**config.mk**
```make
export PLATFORM = sky130hd
export DESIGN_NAME = aircon_mode_ctrl
export DESIGN_NICKNAME = d
export VERILOG_FILES = /design/src/rtl/aircon_mode_ctrl_pkg.sv /design/src/rtl/aircon_mode_ctrl_timer.sv /design/src/rtl/aircon_mode_ctrl.sv
export SDC_FILE = /design/constraint.sdc
export NUM_CORES = 1
export LEC_CHECK = 0
export CAP_MARGIN = 25
export CORE_MARGIN = 1
export CORE_UTILIZATION = 55
export CTS_CLUSTER_SIZE = 28
export DETAILED_ROUTE_END_ITERATION = 8
export PLACE_DENSITY_LB_ADDON = 0.15
export SYNTH_ARGS = -nofsm -noshare
export SYNTH_HDL_FRONTEND = slang
export SYNTH_SLANG_ARGS = --single-unit
```
**constraint.sdc**
```tcl
create_clock -name clk -period 7.2 [get_ports clk]
set_input_delay 1.8 -clock clk [delete_from_list [all_inputs] [get_ports clk]]
set_output_delay 1.8 -clock clk [all_outputs]
set_load 0.02 [all_outputs]
```
**src/rtl/aircon_mode_ctrl_pkg.sv**
```systemverilog
// Purpose: shared mode encoding, thermo codes and ladder helpers for the aircon mode controller.
// Latency: n/a (types, constants and pure functions only).
// Backpressure: n/a.
package aircon_mode_ctrl_pkg;

    // Linear ladder OFF -> LOW_FAN -> HIGH_FAN -> LOW_COOL -> HIGH_COOL.
    // Codes 5..7 are unreachable and are recovered to OFF by the controller.
    typedef enum logic [2:0] {
        MODE_OFF       = 3'd0,
        MODE_LOW_FAN   = 3'd1,
        MODE_HIGH_FAN  = 3'd2,
        MODE_LOW_COOL  = 3'd3,
        MODE_HIGH_COOL = 3'd4
    } mode_t;

    // One-hot bar-graph codes.
    localparam logic [3:0] THERMO_OFF       = 4'b0000;
    localparam logic [3:0] THERMO_LOW_FAN   = 4'b0001;
    localparam logic [3:0] THERMO_HIGH_FAN  = 4'b0010;
    localparam logic [3:0] THERMO_LOW_COOL  = 4'b0100;
    localparam logic [3:0] THERMO_HIGH_COOL = 4'b1000;

    function automatic logic [3:0] mode_thermo(input mode_t m);
        case (m)
            MODE_LOW_FAN:   return THERMO_LOW_FAN;
            MODE_HIGH_FAN:  return THERMO_HIGH_FAN;
            MODE_LOW_COOL:  return THERMO_LOW_COOL;
            MODE_HIGH_COOL: return THERMO_HIGH_COOL;
            default:        return THERMO_OFF;
        endcase
    endfunction

    // True when a step in the given direction would fall off the ladder.
    function automatic logic mode_at_limit(input mode_t m, input logic up);
        return up ? (m == MODE_HIGH_COOL) : (m == MODE_OFF);
    endfunction

    // One step along the ladder; callers check mode_at_limit first.
    function automatic mode_t mode_step(input mode_t m, input logic up);
        case (m)
            MODE_OFF:       return up ? MODE_LOW_FAN   : MODE_OFF;
            MODE_LOW_FAN:   return up ? MODE_HIGH_FAN  : MODE_OFF;
            MODE_HIGH_FAN:  return up ? MODE_LOW_COOL  : MODE_LOW_FAN;
            MODE_LOW_COOL:  return up ? MODE_HIGH_COOL : MODE_HIGH_FAN;
            MODE_HIGH_COOL: return up ? MODE_HIGH_COOL : MODE_LOW_COOL;
            default:        return MODE_OFF;
        endcase
    endfunction

endpackage

```
**src/rtl/aircon_mode_ctrl_timer.sv**
```systemverilog
// Purpose: loadable down-counter that saturates at zero, with a registered zero flag.
// Latency: load/tick take effect on the next rising edge of clk.
// Backpressure: none; load has priority over tick.
// Ports: clk, rst (sync, active-high), load + load_val, tick (decrement enable),
//        value (current count), zero (count == 0, registered).
module aircon_mode_ctrl_timer #(
    parameter int CNT_W = 16
) (
    input  logic             clk,
    input  logic             rst,
    input  logic             load,
    input  logic [CNT_W-1:0] load_val,
    input  logic             tick,
    output logic [CNT_W-1:0] value,
    output logic             zero
);

    always_ff @(posedge clk) begin
        if (rst) begin
            value <= '0;
            zero  <= 1'b1;
        end else if (load) begin
            value <= load_val;
            zero  <= (load_val == '0);
        end else if (tick && !zero) begin
            value <= value - CNT_W'(1);
            zero  <= (value == CNT_W'(1));
        end
    end

endmodule

```
**src/rtl/aircon_mode_ctrl.sv**
```systemverilog
// Purpose: mode ladder FSM with dwell-time protection, 1-deep pending slot and auto-expiring turbo.
// Latency: input sampled at edge N shows on the registered outputs after edge N.
// Backpressure: none; requests during dwell are parked in a pending slot (newest wins).
// Ports: clk, rst (sync, active-high), up_in/down_in/turbo_in (1-cycle pulses),
//        thermo_out (one-hot mode), turbo_out, busy_out (dwell running), err_out (reject pulse).
module aircon_mode_ctrl
    import aircon_mode_ctrl_pkg::*;
#(
    parameter int DWELL_CYCLES = 1000,
    parameter int TURBO_CYCLES = 5000,
    parameter int CNT_W        = 16
) (
    input  logic       clk,
    input  logic       rst,
    input  logic       up_in,
    input  logic       down_in,
    input  logic       turbo_in,
    output logic [3:0] thermo_out,
    output logic       turbo_out,
    output logic       busy_out,
    output logic       err_out
);

    localparam logic [CNT_W-1:0] DWELL_LOAD = CNT_W'(DWELL_CYCLES - 1);
    localparam logic [CNT_W-1:0] TURBO_LOAD = CNT_W'(TURBO_CYCLES - 1);

    mode_t            state_q, state_n;
    logic             pend_vld_q, pend_vld_n;
    logic             pend_up_q, pend_up_n;
    logic             turbo_n, err_n;
    logic             dwell_load, turbo_load;
    logic [CNT_W-1:0] dwell_value, turbo_value;
    logic             dwell_zero, turbo_zero;
    logic             apply_vld, apply_up, pend_live, expiring;
    logic             unused_turbo_value;

    aircon_mode_ctrl_timer #(.CNT_W(CNT_W)) u_dwell (
        .clk      (clk),
        .rst      (rst),
        .load     (dwell_load),
        .load_val (DWELL_LOAD),
        .tick     (1'b1),
        .value    (dwell_value),
        .zero     (dwell_zero)
    );

    aircon_mode_ctrl_timer #(.CNT_W(CNT_W)) u_turbo (
        .clk      (clk),
        .rst      (rst),
        .load     (turbo_load),
        .load_val (TURBO_LOAD),
        .tick     (1'b1),
        .value    (turbo_value),
        .zero     (turbo_zero)
    );

    // Turbo expiry only needs the zero flag.
    assign unused_turbo_value = ^turbo_value;

    assign busy_out = ~dwell_zero;
    // Edge on which the dwell counter steps 1 -> 0: pending work is released here.
    assign expiring = busy_out && (dwell_value == CNT_W'(1));

    always_comb begin
        state_n    = state_q;
        pend_vld_n = pend_vld_q;
        pend_up_n  = pend_up_q;
        turbo_n    = turbo_out;
        err_n      = 1'b0;
        dwell_load = 1'b0;
        turbo_load = 1'b0;
        apply_vld  = 1'b0;
        apply_up   = 1'b0;
        pend_live  = pend_vld_q;

        case (state_q)
            MODE_OFF, MODE_LOW_FAN, MODE_HIGH_FAN, MODE_LOW_COOL, MODE_HIGH_COOL: begin
                // Turbo rejection empties the slot as it stands this cycle; a mode
                // request arriving in the same cycle is still taken afterwards.
                if (turbo_in && state_q == MODE_OFF) begin
                    err_n      = 1'b1;
                    pend_live  = 1'b0;
                    pend_vld_n = 1'b0;
                end

                if (up_in && down_in) begin
                    err_n      = 1'b1;
                    pend_vld_n = 1'b0;
                end else if (up_in || down_in) begin
                    if (!busy_out || expiring) begin
                        // A fresh request on the expiry edge supersedes the slot.
                        apply_vld  = 1'b1;
                        apply_up   = up_in;
                        pend_vld_n = 1'b0;
                    end else begin
                        pend_vld_n = 1'b1;
                        pend_up_n  = up_in;
                    end
                end else if (expiring && pend_live) begin
                    apply_vld  = 1'b1;
                    apply_up   = pend_up_q;
                    pend_vld_n = 1'b0;
                end

                // Ladder limits are judged at application time, not at capture.
                if (apply_vld) begin
                    if (mode_at_limit(state_q, apply_up)) begin
                        err_n      = 1'b1;
                        pend_vld_n = 1'b0;
                    end else begin
                        state_n    = mode_step(state_q, apply_up);
                        dwell_load = 1'b1;
                    end
                end

                if (turbo_in && state_q != MODE_OFF) begin
                    turbo_n    = ~turbo_out;
                    turbo_load = ~turbo_out;
                end else if (turbo_out && turbo_zero) begin
                    turbo_n = 1'b0;
                end

                // Landing in OFF always drops turbo, even if toggled on this cycle.
                if (state_n == MODE_OFF) begin
                    turbo_n = 1'b0;
                end
            end
            default: begin
                state_n    = MODE_OFF;
                err_n      = 1'b1;
                turbo_n    = 1'b0;
                pend_vld_n = 1'b0;
            end
        endcase
    end

    always_ff @(posedge clk) begin
        if (rst) begin
            state_q    <= MODE_OFF;
            pend_vld_q <= 1'b0;
            pend_up_q  <= 1'b0;
            thermo_out <= THERMO_OFF;
            turbo_out  <= 1'b0;
            err_out    <= 1'b0;
        end else begin
            state_q    <= state_n;
            pend_vld_q <= pend_vld_n;
            pend_up_q  <= pend_up_n;
            thermo_out <= mode_thermo(state_n);
            turbo_out  <= turbo_n;
            err_out    <= err_n;
        end
    end

endmodule

```
* Yosys cells after proc, flatten, opt, wreduce, memory -nomap -nowiden
Cells that the tools add are included.
** Operators by class
- Reductions and logical operators :: 18
- Divide/modulo/power cells :: 0
- Add/subtract/negate cells :: 2
- Magnitude comparators :: 0
- Equal/unequal tests :: 12
- Muxes and demuxes :: 50
- Shifts and indexed selects :: 0
- Bitwise operators :: 5
- Multipliers :: 0
** Operator list (number)
- 1-bit 2-to-1 mux :: 36
- 16-bit by 1-bit equality test with 1-bit output (second input constant) :: 2
- 16-bit by 1-bit subtractor with 16-bit output (second input constant) :: 2
- 13-bit 2-to-1 mux :: 2
- 10-bit 2-to-1 mux :: 2
- 3-bit 2-to-1 mux :: 6
- 4-bit case mux with 4 select lines :: 1
- 3-bit case mux with 5 select lines :: 1
- 3-bit by 2-bit equality test with 1-bit output (second input constant) :: 4
- 3-bit by 1-bit equality test with 1-bit output (second input constant) :: 2
- 3-bit equality test (second input constant) :: 2
- 1-bit logical AND :: 6
- 3-bit zero test :: 2
- 2-bit OR reduction :: 3
- 1-bit inverter :: 5
- 5-bit OR reduction :: 1
- 2-bit 2-to-1 mux :: 2
- 2-bit inequality test (second input constant) :: 2
- 4-bit AND reduction :: 1
- 3-bit nonzero test :: 1
- 3-bit OR reduction :: 1
- 1-bit logical OR :: 2
- 2-bit nonzero test :: 1
** Storage, ports and cells
- Latch bits :: 0
- Register bits after elaboration :: 45
- Logic and storage cells :: 99
- Bits in read-only memories :: 0
- Memories :: 0
- Input bits :: 5
- RAM bits :: 0
- Output and inout port bits :: 7

* Depth between registers and ports, before layout
Gate-level depths: netlist of the first run.
- Depth after elaboration :: 17
- Mapped depth :: 8
- Gate-level depth less buffers :: 7

* Cells and area by module
Synthesis of the first run repeated with hierarchy kept, for this count alone.
** Second synthesis, totals
- Cell total of the unflattened synthesis :: 326
- Area total of the unflattened synthesis :: 2717.6 um2
** By module, submodules not included
- aircon_mode_ctrl_timer (u_dwell) :: times used 1, area each 982.2 um2, cells an instance 118
- aircon_mode_ctrl_timer (u_turbo) :: times used 1, area each 962.2 um2, cells an instance 116
- aircon_mode_ctrl :: times used 1, area each 773.2 um2, cells an instance 92

* Worst setup path before layout of the first run
No wires, ideal clock.
- Kind :: input to register
- Start point :: input turbo_in
- End point :: register u_dwell.zero
- Slack :: 3.686 ns
- Setup time :: 0.115 ns
- Stages :: 7
- Arrival time :: 3.399 ns
- Required time :: 7.085 ns
- Cells stage by stage :: or4b_1 -> clkbuf_2 -> a2111oi_2 -> xor2_1 -> or3_1 -> buf_6 -> o21a_1
** On the way
- Longest elaborated chain between the ends :: 13
- Elaborated cells between the ends (all ways) :: 17
- Those cells by class :: mux (15); reduce/logical (2)
** Ends and longest elaborated chain
- start, declared :: line aircon_mode_ctrl.sv:17 : input logic turbo_in,
- 1-bit logical AND (*) :: line aircon_mode_ctrl.sv:80 : if (turbo_in && state_q == MODE_OFF) begin
- 1-bit 2-to-1 mux (*) :: line aircon_mode_ctrl.sv:80
- 1-bit 2-to-1 mux (*) :: line aircon_mode_ctrl.sv:76 : case (state_q)
- 1-bit logical AND (*) :: line aircon_mode_ctrl.sv:99 : end else if (expiring && pend_live) begin
- 1-bit 2-to-1 mux :: line aircon_mode_ctrl.sv:99
- 1-bit 2-to-1 mux :: line aircon_mode_ctrl.sv:89 : end else if (up_in || down_in) begin
- 1-bit 2-to-1 mux :: line aircon_mode_ctrl.sv:86 : if (up_in && down_in) begin
- 1-bit 2-to-1 mux :: line aircon_mode_ctrl.sv:76
- 1-bit 2-to-1 mux :: line aircon_mode_ctrl_pkg.sv:35 : return up ? (m == MODE_HIGH_COOL) : (m == MODE_OFF);
- 1-bit 2-to-1 mux :: line aircon_mode_ctrl.sv:107 : if (mode_at_limit(state_q, apply_up)) begin
- 1-bit 2-to-1 mux (*) :: line aircon_mode_ctrl.sv:106 : if (apply_vld) begin
- 1-bit 2-to-1 mux (*) :: line aircon_mode_ctrl.sv:76
- 1-bit 2-to-1 mux (*) :: line aircon_mode_ctrl_timer.sv:22 : end else if (load) begin
- end signal, assigned :: line aircon_mode_ctrl_timer.sv:24 : zero <= (load_val == '0);
- end signal, assigned :: line aircon_mode_ctrl_timer.sv:27 : zero <= (value == CNT_W'(1));
- end, declared :: line aircon_mode_ctrl_timer.sv:15 : output logic zero
Every way passes the cells marked *; elsewhere a longest branch is shown, timed or not. The select of a mux whose other input is x is not followed.
A chain may end at the register's enable or synchronous reset.

* Worst setup path in the final report of the first run
Same ends and word-level chain as after synthesis.

==> metrics.md, run 1 <==
| Metric | Value |
|---|---|
| Rows | 23 |
| Final period util | 54.73% |
| Fin nets | 274 |
| I/O pin total | 12 |
| Asr flop ratio synth | 0% |
| Crit path buffers/inverters | 1 |
| P&R area growth vs syn | 9.627% |
| Count of final hold-check violations | 0 |
| Hold buffers post-CTS | 0 |
| Dpl hpwl | 2.858 mm |
| Min cycle time layout | ~3.9 ns |
| Seq cells post-synth | 45 |
| Drt pass-1 iters | 4 |
| Initial antenna violation count | 0 |
| Fmax | between 200 and 300 MHz |
| P per Cell Area | 234.0 nW/um^2 |
| Worst skew pair latency | around 0.30 ns |
| CTS Buf Count | 5 |
| Port bufs | 11 |
| Fin area | ~2500 sq um |
| Number of global-route vias before repair | 1634 |
| Resize count post-CTS | 0 |
| Clk sink count | 45 |
| Die X | 66.86 microns |
| Post-DRT Antenna Nets | 0 |
| DRT iter0 DRCs | between 60 and 70 |
| Post-synthesis cell area | between 2000 and 2500 sq um |
| Critical path required time | 7.39 ns |
| Crit. End Element | flop |
| VDD IR max | around 0.11 mV |
| Htree depth | 2 |
| Inserted Diodes | 0 |
| Util after Layout | between 60% and 70% |
| DRC Markers | 0 |
| Mapped Avg Cell Area | between 8 and 9 sq um |
| Fillcell total | 364 |
| Share of cells above drive strength 1 | 12.41% |
| Global route overflow | 0 |
| Syn Inst Count | around 260 |
| Area after DPL | 2440 sq um |
| Unrepaired setup endpoints after global routing | false |
| Via density | 5.557 |
| Crit Path Category | input port to flop |
| Initial Util | between 50% and 60% |
| Max Slew Vio Count | 0 |
| Slew margin rel. | 55.01% |
| Bufs on Longest Clock Path | 2 |
| Full die area | 4470 sq um |
| Post-synth EDFFs | 0 |
| Status | finished, final reports clean |
| CP Max Fanout | 9 |
| Worst-Margin Slew | 0.6655 ns |
| Maxcap violations | 0 |
| Register area share after synthesis | 38.94% |
| Post-route setup TNS | 0 ns |
| Total GRT Usage | a little over a fifth |
| Top post-synthesis cells by area | dfxtp_1 39%, xnor2_1 7.2%, nor2_1 5.8%, xor2_1 3.8%, a21oi_1 3.2% |
| Crit path DAT | 4.13 ns |
| Crit start category | input port |
| Post-synth top area cell | dfxtp_1 |
| Die H | between 60 and 70 microns |
| Top FF cell, synth | dfxtp_1 |
| CP peak stage delay | 0.60 ns |
| Setup Fix Bufs, Post-CTS | 0 |
| Routability cong. | 0.7818 |
| Final Setup Violations | 0 |
| Max stage delay cell, worst path | or4b_1 |
| Leak | 0.8910 nW |
| Unique masters post-synth | 50 |
| First-pass GRT wire length | 7.182 mm |
| HP Class | flop to flop |
| CTS root buf | clkbuf_8 |
| Routed length per instance | between 10 and 15 microns |
| Clock transition at the registers of the reported paths | 0.09 ns |
| Vias | between 1500 and 2000 |
| TritonCTS clock tree | built |
| CORE AREA | 4029 sq um |
| Synth warn | 0 |
| CP delay by family, top | simple AND/OR/NAND/NOR gates |
| Top cell type's share of synthesized area | 38.94% |
| Final WL | approximately 4.1 mm |
| Post-Route Skew | around 0.006 ns |
| CP cell instances | clkdlybuf4s50_1, or4b_1, a2111oi_2, xor2_1, or3_1, o21a_1 |
| Largest net degree at the start of global routing | 29 |
| Net Count, Synth | 267 |
==> final cells by class <==
| type | instances | area (sq um) | area share [%] |
|---|---|---|---|
| Inverter | 6 | 22.52 | 0.8880 |
| Multi-Input combinational cell | 195 | 1336 | 52.69 |
| Clock inverter | 2 | 13.76 | 0.5427 |
| Clock buffer | 6 | 82.58 | 3.256 |
| Timing Repair Buffer | 12 | 117.6 | 4.637 |
| Sequential cell | 45 | 900.9 | 35.52 |
| Tap cell | 50 | 62.56 | 2.467 |
==> cells in the final DEF, fill, tap and decap left out, types with 6 or more instances in the layout <==
cell,netlist,layout
clkbuf_8,0,6
xnor2_1,19,19
clkdlybuf4s50_1,0,11
xor2_1,10,10
nand2_1,13,13
dfxtp_1,45,45
or3_1,6,6
a21oi_1,15,15
nor2b_1,6,6
nor4_1,8,8
o21ai_2,8,8
o21ai_0,7,7
inv_1,6,6
nor2_1,36,36
nor3_1,7,7
==> logic make-up after synthesis <==
kind of cell / count (synthesis) / share of synthesized area, %
AOI/OAI and AO/OA: 55 / 17.41
buffers and inverters: 18 / 3.299
adders and majority gates: 4 / 2.163
DFF: 45 / 38.94
muxes: 2 / 0.9194
xor gates and xnor gates: 29 / 10.98
and+or+nand+nor: 105 / 26.28
==> per-layer routing <==
layer | up-vias | share of wire [%] | GRT usage (%)
met4 | 0 | 1.6 | 8.245
li1 | 930 | - | -
met2 | 16 | 44 | 33.46
met1 | 803 | 53 | 27.68
met5 | - | 0 | 0
met3 | 7 | 2.2 | 5.308
==> final timing paths <==
check,slack [ns],start,to,depth (start not counted)
worst max-delay path,3.26,turbo_in,u_dwell.zero$_SDFF_PP1_,6
worst min-delay path,0.48,u_turbo.value[4]$_SDFFE_PP0N_,u_turbo.value[4]$_SDFFE_PP0N_,2
worst max register to register,4.69,state_q[0]$_SDFF_PP0_,u_dwell.zero$_SDFF_PP1_,5
worst min register to register,0.48,u_turbo.value[4]$_SDFFE_PP0N_,u_turbo.value[4]$_SDFFE_PP0N_,2
==> report_power, final <==
part	internal [mW]	total, mW	switching, mW	leakage, nW
Combinational	0.0624	0.131	0.0681	0.474
Sequential	0.271	0.301	0.0298	0.366
Clock	0.0778	0.162	0.0845	0.0512
==> registers in the layout, indices dropped and copies added, names as in the netlist <==
signal,count
pend_up_q,1
u_dwell.value,16
err_out,1
pend_vld_q,1
thermo_out,4
u_dwell.zero,1
u_turbo.zero,1
u_turbo.value,16
state_q,3
turbo_out,1
==> through the flow <==
| step | setup slack (ns) | hold WS (ns) | power (mW) | cells |
|---|---|---|---|---|
| floorplan | 3.686 | 0.4444 | 0.4110 | 258 |
| detailed placement | 2.945 | 0.4638 | 0.4360 | 308 |
| finish | 3.260 | 0.4813 | 0.5934 | 316 |
| CTS | 3.253 | 0.4812 | 0.6014 | 316 |
| global placement | 2.983 | 0.4649 | 0.4344 | 308 |
| global route | 3.170 | 0.5197 | 0.6302 | 316 |
==> worst register-to-register path, delay by kind of cell (launching register included) <==
family / cells / cell delay [ns]
xor gates and xnor gates: 1 / 0.14
AOI/OAI and AO/OA: 2 / 0.56
DFF: 1 / 0.48
and+or+nand+nor: 2 / 1.22
==> synthesized netlist by cell type (2+ instances only) <==
cell,instances
or3_1,6
nor4_1,8
a211oi_1,3
o31ai_1,3
a21o_1,2
nor2_1,36
o32ai_1,2
or4_1,2
nor2b_1,6
ha_1,4
nand3b_1,4
o21ai_2,8
xor2_1,10
o211ai_1,2
a31oi_1,4
or2_2,2
a21oi_1,15
nand3_1,3
xnor2_1,19
clkbuf_1,10
o21ai_0,7
and3_1,2
a31o_2,2
nand2b_1,4
nor4_4,2
dfxtp_1,45
nor3_1,7
inv_1,6
nand2_1,13
Note: power is estimated with default switching activity, not from simulation.
==> run 2, diff against run 1 <==
CORE_UTILIZATION = 53   (was 55)
clock period = 3.2 ns   (was 7.2 ns; I/O delays follow)
==> run 2 against run 1 <==
Global-route usage grew 0.25 points. Clock skew grew 0.00061 ns. Utilization shrank 0.40 points. Combinational power increased by 130%. Clock-buffer cell count rose by 1. Total power rose by 120%. Register-to-register slack got worse by 3.8 ns. Die area increased by 3.7%. Design area is 0.79% higher. Sequential power increased by 120%. Routed wire length up 1.9%. Clock power rose by 110%.
==> metrics.md, run 2 (synthesis results as in run 1) <==
| Metric | Value |
|---|---|
| CTS Buf Count | 5 |
| Leading cell types in the layout, fill and taps excluded | 45 x dfxtp_1, 36 x nor2_1, 19 x xnor2_1 |
| Post-route setup TNS | 0 ns |
| Worst-Margin Slew | between 0.6 and 0.7 ns |
| Clk sink count | 45 |
| Port bufs | 11 |
| P&R area growth vs syn | 10.49% |
| Post-Route Skew | approximately 0.0066 ns |
| Reg2reg start | u_dwell.value[0]$_SDFFE_PP0P_ |
| Fin nets | ~280 |
| Unrepaired setup endpoints after global routing | false |
| Worst skew pair latency | between 0.2 and 0.3 ns |
| Full die area | 4634 sq um |
| Drt pass-1 iters | 4 |
| I/O pin total | 12 |
| Final period util | between 80 and 90% |
| Biggest regs | u_dwell.value x16, u_turbo.value x16, thermo_out x4 |
| Util after Layout | 62.55% |
| Routability cong. | 0.8019 |
| Most common cell after layout, fill and taps aside | dfxtp_1 |
| VDD IR max | roughly 0.28 mV |
| Inserted Diodes | 0 |
| Sequential Area | roughly 900 sq um |
| Final Setup Violations | 0 |
| Hold path start | u_turbo.value[4]$_SDFFE_PP0N_ |
| CORE AREA | 4086 sq um |
| Non-Filler Instances | 319 |
| TritonCTS clock tree | built |
| Initial Util | between 50% and 60% |
| Max Slew Vio Count | 0 |
| Global route overflow | 0 |
| Dpl hpwl | 3.036 mm |
| Htree depth | 2 |
| Crit. End Element | flop |
| Leak | 0.9016 nW |
| Rows | 23 |
| Fmax | 369.3 MHz |
| Setup Fix Bufs, Post-CTS | 0 |
| Maxcap violations | 0 |
| Largest net degree at the start of global routing | 25 |
| Die X | about 68 microns |
| Crit path from | down_in |
| Count of final hold-check violations | 0 |
| Clock transition at the registers of the reported paths | 0.07 ns |
| Fin area | between 2000 and 3000 sq um |
| Initial antenna violation count | 0 |
| Critical path required time | 3.43 ns |
| Final WL | 4.170 mm |
| Crit path DAT | 2.93 ns |
| Number of global-route vias before repair | 1717 |
| Status | finished, final reports clean |
| First-pass GRT wire length | 7.479 mm |
| Hold buffers post-CTS | 0 |
| Die H | 68.07 microns |
| Slew margin rel. | 56.93% |
| Area occupied by multi-input gates | 1336 sq um |
| Routed length per instance | about 13 microns |
| Total GRT Usage | 21.54% |
| Fillcell total | 352 |
| Post-DRT Antenna Nets | 0 |
| Crit Path Category | input port to flop |
| Resize count post-CTS | 0 |
| # placed instances | around 310 |
| CTS root buf | clkbuf_8 |
| Vias | 1798 |
| Crit start category | input port |
| P per Cell Area | 516.2 nW/um^2 |
| CP Max Fanout | 9 |
| Via density | 5.636 |
| Area after DPL | 2470 sq um |
| HP Class | flop to flop |
| DRC Markers | 0 |
| Share of cells above drive strength 1 | a little over an eighth |
| Min cycle time layout | 2.708 ns |
| DRT iter0 DRCs | 47 |
| Bufs on Longest Clock Path | 2 |
[run 2: cell types whose count changed in the layout (fill, tap and decap cells not counted), sizes merged]
cell / before / now
buf: 1 / 5
clkinv: 2 / 0
clkbuf: 6 / 7
[run 2: layout make-up]
class,instances,share of cell area [%]
inverters,6,0.8811
well taps,50,2.447
multi-input cells,195,52.28
clock buffers,7,3.377
repair buffers,16,5.776
flip-flops and latches,45,35.24
[run 2: metrics by stage]
step                setup WS (ns)  power [mW]  hold slack (ns)
floorplan                  0.6863      0.9249           0.4444
global placement           0.2352      0.9820           0.4666
detailed placement         0.2001      0.9877           0.4580
CTS                        0.5049       1.340           0.4738
global route               0.3840       1.404           0.5202
finish                     0.4920       1.320           0.4757
[run 2: path summary, 6_finish.rpt]
kind                                                      end  slack, ns  depth (start not counted)
worst min-delay path            u_turbo.value[4]$_SDFFE_PP0N_       0.48                          2
worst min register to register  u_turbo.value[4]$_SDFFE_PP0N_       0.48                          2
worst max register to register  u_dwell.value[9]$_SDFFE_PP0P_       0.92                          7
worst max-delay path            u_dwell.value[9]$_SDFFE_PP0P_       0.49                          7
[run 2: layer usage]
metal | part of all wire, % | global-route usage [%] | wire length, microns
met3 | 2.5 | 4.167 | 104
met5 | 0 | 0 | 0
met1 | 50 | 26.63 | 2093
met4 | 1.6 | 9.635 | 66
met2 | 46 | 35.91 | 1905
[run 2: critical path, stage by stage]
cell and delay [ns]:
clkdlybuf4s50_1 0.56, nor4bb_1 0.61, a2111oi_2 0.16, xor2_1 0.20, or3_1 0.37, buf_4 0.18
o21ai_2 0.05
[run 2: report_power, final]
part / internal (mW) / leakage, nW / switching (mW) / total (mW)
Clock: 0.171 / 0.0443 / 0.174 / 0.345
Combinational: 0.144 / 0.491 / 0.155 / 0.298
Sequential: 0.609 / 0.366 / 0.0667 / 0.676
